$ cat config.mk
export PLATFORM = sky130hd
export DESIGN_NAME = can_tx_frame
export DESIGN_NICKNAME = d
export VERILOG_FILES = /design/src/rtl/can_pkg.sv /design/src/rtl/can_crc15.sv /design/src/rtl/can_tx_frame.sv
export SDC_FILE = /design/constraint.sdc
export NUM_CORES = 1
export LEC_CHECK = 0
export ABC_AREA = 1
export BUFFER_PORTS_ARGS = -buffer_cell sky130_fd_sc_hd__buf_4
export CORE_MARGIN = 4
export CORE_UTILIZATION = 25
export CTS_CLUSTER_SIZE = 12
export DETAILED_ROUTE_END_ITERATION = 8
export GPL_TIMING_DRIVEN = 0
export HOLD_SLACK_MARGIN = 0.03
export PLACE_DENSITY = 0.41
export REMOVE_ABC_BUFFERS = 1
export SLEW_MARGIN = 5
export SYNTH_ARGS = -nofsm -noshare
export SYNTH_HDL_FRONTEND = slang
export SYNTH_HIERARCHICAL = 1
export SYNTH_SLANG_ARGS = --single-unit
$ cat constraint.sdc
create_clock -name clk -period 7.95 [get_ports clk]
set_input_delay 0.3975 -clock clk [delete_from_list [all_inputs] [get_ports clk]]
set_output_delay 0.3975 -clock clk [all_outputs]
set_load 0.03 [all_outputs]
$ cat src/rtl/can_pkg.sv
// Shared types and constants for the classic CAN 2.0A transmitter.
package can_pkg;

    typedef enum logic [3:0] {
        ST_IDLE,
        ST_SOF,
        ST_ARB,
        ST_CTRL,
        ST_DATA,
        ST_CRC,
        ST_CRC_DEL,
        ST_ACK,
        ST_ACK_DEL,
        ST_EOF,
        ST_IFS
    } can_state_e;

    localparam logic [14:0] CAN_CRC_POLY = 15'h4599;

    localparam int ID_BITS     = 11;
    localparam int DLC_BITS    = 4;
    localparam int CRC_BITS    = 15;
    localparam int EOF_BITS    = 7;
    localparam int STUFF_LIMIT = 5;

    function automatic logic [3:0] dlc_bytes(input logic [3:0] dlc);
        return (dlc > 4'd8) ? 4'd8 : dlc;
    endfunction

endpackage

$ cat src/rtl/can_crc15.sv
// Serial CRC-15 LFSR, one update per unstuffed frame bit.
module can_crc15
    import can_pkg::*;
(
    input  logic        clk,
    input  logic        rst_n,
    input  logic        clr_i,
    input  logic        en_i,
    input  logic        bit_i,
    output logic [14:0] crc_o
);

    logic [14:0] crc_q;
    logic [14:0] crc_d;

    always_comb begin
        crc_d = crc_q;
        if (clr_i) begin
            crc_d = '0;
        end else if (en_i) begin
            crc_d = {crc_q[13:0], 1'b0};
            if (bit_i ^ crc_q[14]) begin
                crc_d = crc_d ^ CAN_CRC_POLY;
            end
        end
    end

    always_ff @(posedge clk) begin
        if (!rst_n) begin
            crc_q <= '0;
        end else begin
            crc_q <= crc_d;
        end
    end

    assign crc_o = crc_q;

endmodule

$ cat src/rtl/can_tx_frame.sv
// CAN 2.0A frame transmitter: valid/ready request in, stuffed bitstream
// out, with arbitration-loss and ACK-slot monitoring on the RX pin.
module can_tx_frame
    import can_pkg::*;
#(
    parameter int CLK_PER_BIT = 100,
    parameter int SAMPLE_PT   = 70,
    parameter int IFS_BITS    = 3
) (
    input  logic        clk,
    input  logic        rst_n,
    input  logic        tx_valid,
    output logic        tx_ready,
    input  logic [10:0] tx_id,
    input  logic        tx_rtr,
    input  logic [3:0]  tx_dlc,
    input  logic [63:0] tx_data,
    input  logic        can_rx,
    output logic        can_tx,
    output logic        busy,
    output logic        done,
    output logic        ack_err,
    output logic        arb_lost
);

    localparam int CW = $clog2(CLK_PER_BIT);
    localparam logic [CW-1:0] CNT_LAST = CW'(CLK_PER_BIT - 1);
    localparam logic [CW-1:0] CNT_SMP  = CW'(SAMPLE_PT);

    can_state_e   state_q;
    logic [CW-1:0] cnt_q;
    logic [6:0]   idx_q;
    logic [2:0]   run_q;
    logic         last_q;
    logic         stuff_q;
    logic         rx_q;
    logic         ack_ok_q;
    logic [10:0]  id_q;
    logic         rtr_q;
    logic [3:0]   dlc_q;
    logic [63:0]  data_q;
    logic         can_tx_q;
    logic         tx_ready_q;
    logic         busy_q;
    logic         done_q;
    logic         ack_err_q;
    logic         arb_lost_q;

    logic         accept;
    logic         eob;
    logic         arb_hit;
    logic [3:0]   nbytes;
    logic [6:0]   len_cur;
    logic         last_f;
    can_state_e   nxt_state;
    logic [6:0]   nxt_idx;
    logic         nxt_bit;
    logic [3:0]   id_sel;
    logic [1:0]   dlc_sel;
    logic [5:0]   data_sel;
    logic [3:0]   crc_sel;
    logic         in_stuff;
    logic [2:0]   run_n;
    logic         last_n;
    logic         do_stuff;
    logic         crc_en;
    logic [14:0]  crc;

    assign accept  = (state_q == ST_IDLE) && tx_valid && tx_ready_q;
    assign eob     = (cnt_q == CNT_LAST);
    assign arb_hit = (state_q == ST_ARB) && (cnt_q == CNT_SMP)
                     && can_tx_q && !can_rx;
    assign nbytes  = dlc_bytes(dlc_q);

    // Field sequencing: where the next unstuffed bit comes from.
    always_comb begin
        unique case (state_q)
            ST_ARB:  len_cur = 7'(ID_BITS + 1);
            ST_CTRL: len_cur = 7'(2 + DLC_BITS);
            ST_DATA: len_cur = {nbytes, 3'b000};
            ST_CRC:  len_cur = 7'(CRC_BITS);
            ST_EOF:  len_cur = 7'(EOF_BITS);
            ST_IFS:  len_cur = 7'(IFS_BITS);
            default: len_cur = 7'd1;
        endcase
        last_f    = (idx_q == len_cur - 7'd1);
        nxt_state = state_q;
        nxt_idx   = idx_q + 7'd1;
        if (last_f) begin
            nxt_idx = '0;
            unique case (state_q)
                ST_SOF:     nxt_state = ST_ARB;
                ST_ARB:     nxt_state = ST_CTRL;
                ST_CTRL:    nxt_state = (rtr_q || nbytes == 4'd0)
                                        ? ST_CRC : ST_DATA;
                ST_DATA:    nxt_state = ST_CRC;
                ST_CRC:     nxt_state = ST_CRC_DEL;
                ST_CRC_DEL: nxt_state = ST_ACK;
                ST_ACK:     nxt_state = ST_ACK_DEL;
                ST_ACK_DEL: nxt_state = ST_EOF;
                ST_EOF:     nxt_state = (IFS_BITS == 0) ? ST_IDLE : ST_IFS;
                default:    nxt_state = ST_IDLE;
            endcase
        end
    end

    always_comb begin
        id_sel   = 4'd10 - nxt_idx[3:0];
        dlc_sel  = 2'(3'd5 - nxt_idx[2:0]);
        data_sel = 6'd63 - nxt_idx[5:0];
        crc_sel  = 4'd14 - nxt_idx[3:0];
        unique case (nxt_state)
            ST_SOF:  nxt_bit = 1'b0;
            ST_ARB:  nxt_bit = (nxt_idx < 7'(ID_BITS)) ? id_q[id_sel] : rtr_q;
            ST_CTRL: nxt_bit = (nxt_idx < 7'd2) ? 1'b0 : dlc_q[dlc_sel];
            ST_DATA: nxt_bit = data_q[data_sel];
            ST_CRC:  nxt_bit = crc[crc_sel];
            default: nxt_bit = 1'b1;
        endcase
    end

    // A stuff bit restarts the run with its own value.
    always_comb begin
        in_stuff = state_q inside {ST_SOF, ST_ARB, ST_CTRL, ST_DATA, ST_CRC};
        last_n   = can_tx_q;
        if (stuff_q) begin
            run_n = 3'd1;
        end else if (run_q != 3'd0 && can_tx_q == last_q) begin
            run_n = run_q + 3'd1;
        end else begin
            run_n = 3'd1;
        end
        do_stuff = in_stuff && !stuff_q && (run_n == 3'(STUFF_LIMIT));
        crc_en   = (state_q != ST_IDLE) && eob && !arb_hit && !do_stuff
                   && (nxt_state inside {ST_ARB, ST_CTRL, ST_DATA});
    end

    can_crc15 u_crc (
        .clk   (clk),
        .rst_n (rst_n),
        .clr_i (accept),
        .en_i  (crc_en),
        .bit_i (nxt_bit),
        .crc_o (crc)
    );

    always_ff @(posedge clk) begin
        if (!rst_n) begin
            state_q    <= ST_IDLE;
            cnt_q      <= '0;
            idx_q      <= '0;
            run_q      <= '0;
            last_q     <= 1'b0;
            stuff_q    <= 1'b0;
            rx_q       <= 1'b1;
            ack_ok_q   <= 1'b0;
            id_q       <= '0;
            rtr_q      <= 1'b0;
            dlc_q      <= '0;
            data_q     <= '0;
            can_tx_q   <= 1'b1;
            tx_ready_q <= 1'b1;
            busy_q     <= 1'b0;
            done_q     <= 1'b0;
            ack_err_q  <= 1'b0;
            arb_lost_q <= 1'b0;
        end else begin
            done_q     <= 1'b0;
            ack_err_q  <= 1'b0;
            arb_lost_q <= 1'b0;
            if (state_q == ST_IDLE) begin
                cnt_q <= '0;
                if (accept) begin
                    id_q       <= tx_id;
                    rtr_q      <= tx_rtr;
                    dlc_q      <= tx_dlc;
                    data_q     <= tx_data;
                    state_q    <= ST_SOF;
                    idx_q      <= '0;
                    run_q      <= '0;
                    last_q     <= 1'b0;
                    stuff_q    <= 1'b0;
                    ack_ok_q   <= 1'b0;
                    can_tx_q   <= 1'b0;
                    tx_ready_q <= 1'b0;
                    busy_q     <= 1'b1;
                end
            end else if (arb_hit) begin
                state_q    <= ST_IDLE;
                cnt_q      <= '0;
                can_tx_q   <= 1'b1;
                tx_ready_q <= 1'b1;
                busy_q     <= 1'b0;
                arb_lost_q <= 1'b1;
            end else begin
                cnt_q <= eob ? '0 : cnt_q + 1'b1;
                if (cnt_q == CNT_SMP) begin
                    rx_q <= can_rx;
                end
                if (eob) begin
                    if (state_q == ST_ACK) begin
                        ack_err_q <= rx_q;
                        ack_ok_q  <= !rx_q;
                    end
                    if (state_q == ST_EOF && last_f) begin
                        done_q <= ack_ok_q;
                    end
                    run_q  <= run_n;
                    last_q <= last_n;
                    if (do_stuff) begin
                        stuff_q  <= 1'b1;
                        can_tx_q <= ~can_tx_q;
                    end else begin
                        stuff_q  <= 1'b0;
                        state_q  <= nxt_state;
                        idx_q    <= nxt_idx;
                        can_tx_q <= nxt_bit;
                        if (nxt_state == ST_IDLE) begin
                            can_tx_q   <= 1'b1;
                            tx_ready_q <= 1'b1;
                            busy_q     <= 1'b0;
                        end
                    end
                end
            end
        end
    end

    assign can_tx   = can_tx_q;
    assign tx_ready = tx_ready_q;
    assign busy     = busy_q;
    assign done     = done_q;
    assign ack_err  = ack_err_q;
    assign arb_lost = arb_lost_q;

endmodule
# Yosys cells after proc, flatten, opt, wreduce, memory -nomap -nowiden
# Cells that the tools add are included.
[totals]
ff_bits = 126
inputBits = 84
output_inout_bits = 6
[op_classes]
add_sub_neg = 8
order_cmp = 7
n_eq_ne = 24
mux = 63
bitwise = 9
reduce_logical = 43
[ops]
columns = ["cell", "count"]
rows = [
  ["$mux W7", 6],
  ["$pmux W7 S6", 1],
  ["$mux W1", 36],
  ["$pmux W4 S9", 1],
  ["$mux W4", 7],
  ["$eq A4 B3 Y1 const B", 6],
  ["$mux W3", 6],
  ["$eq A4 B2 Y1 const B", 4],
  ["$mux W15", 1],
  ["$add A7 B1 Y7 const B", 2],
  ["$eq A7 B7 Y1 const B", 2],
  ["$logic_and A1 B1 Y1", 13],
  ["$eq A4 B4 Y1 const B", 3],
  ["$logic_not A4 Y1", 3],
  ["$reduce_and A4 Y1", 3],
  ["$reduce_bool A3 Y1", 4],
  ["$lt A4 B5 Y1 const B", 2],
  ["$reduce_or A5 Y1", 2],
  ["$reduce_and A3 Y1", 3],
  ["$bmux W1 S4", 2],
  ["$eq A4 B1 Y1 const B", 2],
  ["$sub A4 B4 Y4 const A", 2],
  ["$eq A7 B7 Y1", 1],
  ["$lt A6 B7 Y1 const B", 1],
  ["other kinds (27)", 41],
]

# Longest topological paths before layout
[depth]
word_depth = 16
ltp_mapped = 35
ltp_nobuf = 33

# Hierarchy
# Netlist, hierarchy kept.
[by_module_without_submodules]
columns = ["mod", "instances", "cells_each", "area_each_um2"]
rows = [
  ["can_tx_frame", 1, 918, 5960.7],
  ["can_crc15", 1, 95, 674.4],
]

# Worst setup path before layout
# Ideal clock, no wire load.
[synth_timing]
path_kind = "register to register"
from = "register state_q[3]"
to = "register u_crc.crc_q[3] (netlist: u_crc/crc_o[3])"
arrival_time_ns = 3.327
path_slack_ns = 4.506
stages_incl_launch_ff = 23
n_path_buf = 2
synth_period_minus_slack_ns = 3.444
path_cell_list = "dfxtp_1 -> inv_2 -> nor2_2 -> nand3_2 -> nand3_1 -> inv_1 -> ha_1 -> xor2_1 -> nand3_1 -> nor2_1 -> nand4_1 -> nor2_4 -> buf_6 -> nand2_1 -> o21ai_2 -> inv_2 -> nor2_1 -> nand2_1 -> a21boi_0 -> buf_4 -> nand4_1 -> nand2_1 -> nor2_1"
[synth_via]
elab_cells_between_ends = 58
cone_classes = "add/sub: 5; order compare: 2; eq/ne: 16; mux: 16; bitwise: 1; reduce/logical: 18"
[synth_lines]
columns = ["item", "line", "text"]
rows = [
  ["from (decl)", "can_tx_frame.sv:30", "can_state_e state_q;"],
  ["from (signal assigned)", "can_tx_frame.sv:215", "state_q <= nxt_state;"],
  ["$eq A4 B4 Y1 (tied with other cells)", "can_tx_frame.sv:77", "unique case (state_q)"],
  ["$pmux W7 S6 or $logic_and A1 B1 Y1 (tied branches)", "can_tx_frame.sv:77, can_tx_frame.sv:71", ""],
  ["$sub A7 B1 Y7 or $logic_and A1 B1 Y1 (tied branches)", "can_tx_frame.sv:86, can_tx_frame.sv:72", ""],
  ["$eq A7 B7 Y1 or $logic_and A1 B1 Y1 (tied branches)", "can_tx_frame.sv:86, can_tx_frame.sv:72", ""],
  ["$mux W4 or $logic_not A1 Y1 (tied branches)", "can_tx_frame.sv:89, can_tx_frame.sv:134", ""],
  ["$eq A4 B2 Y1 (tied with other cells)", "can_tx_frame.sv:135", "&& (nxt_state inside {ST_ARB, ST_CTRL, ST_DATA});"],
  ["$reduce_bool A3 Y1 or $logic_and A1 B1 Y1 (tied branches)", "can_tx_frame.sv:135, can_tx_frame.sv:134", ""],
  ["$logic_and A1 B1 Y1 *", "can_tx_frame.sv:135", ""],
  ["net crc_en", "can_tx_frame.sv:66", "logic crc_en;"],
  ["to (signal assigned)", "can_crc15.sv:32", "crc_q <= crc_d;"],
  ["to (decl)", "can_crc15.sv:13", "logic [14:0] crc_q;"],
]
# The timed path passes the listed nets; every way through them passes the cells marked *. The select of a mux whose other input is x is not followed.
# A chain may end at the register's enable or synchronous reset.

# Worst setup path after layout
[layout_timing]
from = "register state_q[2]"
to = "register u_crc.crc_q[3] (netlist: u_crc/crc_o[3])"
# Same word-level chain as after synthesis.

==> impl_metrics.tcl <==
set metrics [dict create \
    status "finished clean" \
    async_reset_ff_share_pct 0 \
    cts_buffer_depth 2 \
    fin_ws_ns 2.69 \
    synth_xor_area_share_pct 1.94 \
    endpoint_kind "flop" \
    tightest_slew_ns 0.994 \
    drc 0 \
    syn_to_final_growth_pct 22.9 \
    gp_congestion 0.793 \
    hpwlAfterDp_mm 14.3 \
    post_cts_resize_count 0 \
    row_count 59 \
    start_kind "flop" \
    die_x_um 171 \
    clk_latency_ns 0.44 \
    syn-cell-area_mm2 0.00664 \
    instances_no_fill 1424 \
    grt.total_usage_pct 14.7 \
    share_comb_of_total_power_pct 17.6 \
    synthFlopType "dfxtp_1" \
    rsz0062_at_grt "false" \
    period_share_pct 66.1 \
    vias_per_cell 4.56 \
    ys_seq_area_share_pct 38.0 \
    dpl_cell_area_mm2 0.00758 \
    grt_pass1_wl_mm 34.0 \
    finalHoldViolCount 0 \
    finalMaxSlewViolations 0 \
    vias 6500 \
    hold_buffers 0 \
    first_iter_violations 375 \
    initial_core_util_pct 25.5 \
    cpMostUsedCell "nor2_1" \
    critPathMaxFanout 34 \
    arrival_ns 5.61 \
    io_buffers 89 \
    max_freq_mhz 190 \
    yosys_warnings 6 \
    switching_power_w 0.000568 \
    p_int_w 0.00123 \
    hold_ws_ns 0.209 \
    wl_mm 20.9 \
    final_nets 1166 \
    drive_gt1_share_pct 15.4 \
    dp_cells 1392 \
    clock-root-buffer "clkbuf_16" \
    power_w 0.00180 \
    grt_max_degree 74 \
    drt-pass1-iter-count 5 \
    critical_path_class "flop to flop" \
    yosys.area_share.simple_pct 34.1 \
    post-route-cell-area_mm2 0.00815 \
    routedWlPerCell_um 14.7 \
    ir_drop_v 0.000141 \
    core_area_mm2 0.0261 \
    power.density_mw_per_mm2 220 \
    synth-compound-area-share_pct 15.6 \
    pre_cts_ws_ns 2.67 \
    syn_area_per_cell_um2 6.55 \
    muxShareOfSynthArea_pct 0 \
    tritoncts "yes" \
    cts_setup_buffers 0 \
    die_height_um 171 \
    clock_sinks 126 \
    slew_headroom_pct 33.5 \
    cp_data_required_time_ns 8.31 \
    seqPwrFrac_pct 39.0 \
    slowest_delay_ns 0.82 \
    period_needed_ns 5.26 \
    fin_skew_ns 0.0189 \
    overflow 0 \
    critPathSlowestCell "nor2_1" \
    p_leak_nw 3.39 \
    n_antenna_cell 0 \
    final-setup-viol-count 0 \
    p_clk_share_pct 43.5 \
    grt_pass1_vias 6480 \
    crit_chain "nor2_2 -> inv_1 -> nor2_1 -> nand3_4 -> inv_2 -> nor2_1 -> inv_1 -> nand2_1 -> nor2_1 -> a21boi_2 -> buf_8 -> nand3_2 -> nand2_1 -> nand2_1 -> nor2_1" \
    hold_class "primary input to flop" \
    cts_max_level 4 \
    fillers 2961 \
    synth_cells 1013 \
    synth.distinct_cells 38 \
    ant_nets 0 \
    synth_fa_ha_area_share_pct 1.13 \
    synth-seq-cells 126 \
    synth_top_family_by_area "simple AND/OR/NAND/NOR gates" \
    synth_edf_count 0 \
    dieArea_mm2 0.0292 \
    numCtsBuffers 17 \
    max_cap_violations 0 \
    pin_count 90 \
    antenna_found_initial 0 \
    swShare_pct 31.6 \
    clk_pin_slew_ns 0.07 \
]
-- metrics by stage --
stage	TNS [ns]	util, %
after floorplan	0	-
after global routing	0	31.3
final	0	31.3
after CTS	0	31.3
after global placement	-95.20	28.6
after detailed placement	0	29.1
-- cells in the final DEF, fill, tap and decap left out, types with 6 or more instances in the layout --
cell type and instances:
clkbuf_16 17, nand4_1 13, nor2_2 7, nor3_1 7, buf_4 89, ha_1 6
nor2_1 56, nand2_2 12, nand3_1 83, o211ai_1 9, inv_2 8, xor2_1 9
dfxtp_1 126, inv_6 7, nand2_1 335, o21ai_1 11, a21oi_1 119, inv_1 84
o21ai_0 44
-- logic make-up (layout without fill, tap and decap cells) --
family / count (synthesis) / after routing
compound gates: 195 / 195
xor+xnor: 13 / 13
fa+ha+maj: 6 / 6
buf+inv: 143 / 219
flops: 126 / 126
simple gates: 530 / 530
-- area by class of cell --
class	instances	area [um2]	share of cell area, %
repair buffers	94	766	9.39
clock inverters	14	145	1.78
well taps	335	419	5.14
flip-flops and latches	126	2520	30.9
clock buffers	18	429	5.26
inverters	93	352	4.31
multi-input cells	744	3520	43.2
-- routing by layer --
metal | up-vias | part of all wire [%] | wire [um] | GRT usage, %
met5 | - | 0 | 0 | 0
met2 | 109 | 46 | 9600 | 23.7
li1 | 3402 | - | - | -
met4 | 0 | 0.22 | 46 | 3.34
met3 | 2 | 4.0 | 836 | 2.91
met1 | 2987 | 50 | 10400 | 20.3
-- synth_stat cells, types with 7 or more instances --
master    number  area (um2)
o21ai_1       11        55.1
o211ai_1       9        67.6
a21oi_1      119         596
inv_1         85         319
nor3_1         7        35.0
clkbuf_1      29         109
nor2_1        57         214
xor2_1         9        78.8
nand3_1       84         420
buf_2          8        40.0
nand2_2       12        75.1
buf_6          7        78.8
inv_2          8        30.0
nand2_1      335        1260
dfxtp_1      126        2520
nand4_1       13        81.3
o21ai_0       44         220
-- flip-flops by register name, summed over array words and instances, names as in the netlist, 3 cells and up --
| signal | flops |
|---|---|
| cnt_q | 7 |
| data_q | 64 |
| dlc_q | 4 |
| id_q | 11 |
| idx_q | 7 |
| run_q | 3 |
| state_q | 4 |
| u_crc/crc_o | 15 |
-- worst max-delay path: cells and delay by family, from the launching register on --
| kind | cells | cell delay, ns |
|---|---|---|
| simple gates | 10 | 3.14 |
| compound gates | 1 | 0.44 |
| flops | 1 | 0.38 |
| buf+inv | 4 | 1.19 |
-- power by group through the flow --
stage / Clock [W] / Combinational [W] / Sequential (W)
2_1_floorplan: 0 / 0.000193 / 0.000712
3_3_place_gp: 0 / 0.000314 / 0.000714
3_5_place_dp: 0 / 0.000321 / 0.000714
4_1_cts: 0.000805 / 0.000323 / 0.000700
5_1_grt: 0.000820 / 0.000364 / 0.000706
6_report: 0.000781 / 0.000316 / 0.000700
-- worst paths after layout --
path / from / end / slack [ns] / cells after the start
worst min-delay path: tx_data[51] / data_q[51] / 0.21 / 3
worst max-delay path: state_q[2] / u_crc/crc_o[3] / 2.69 / 15
worst max register to register: state_q[2] / u_crc/crc_o[3] / 2.69 / 15
worst min register to register: id_q[9] / id_q[9] / 0.45 / 2
(Power assumes the default switching activity.)
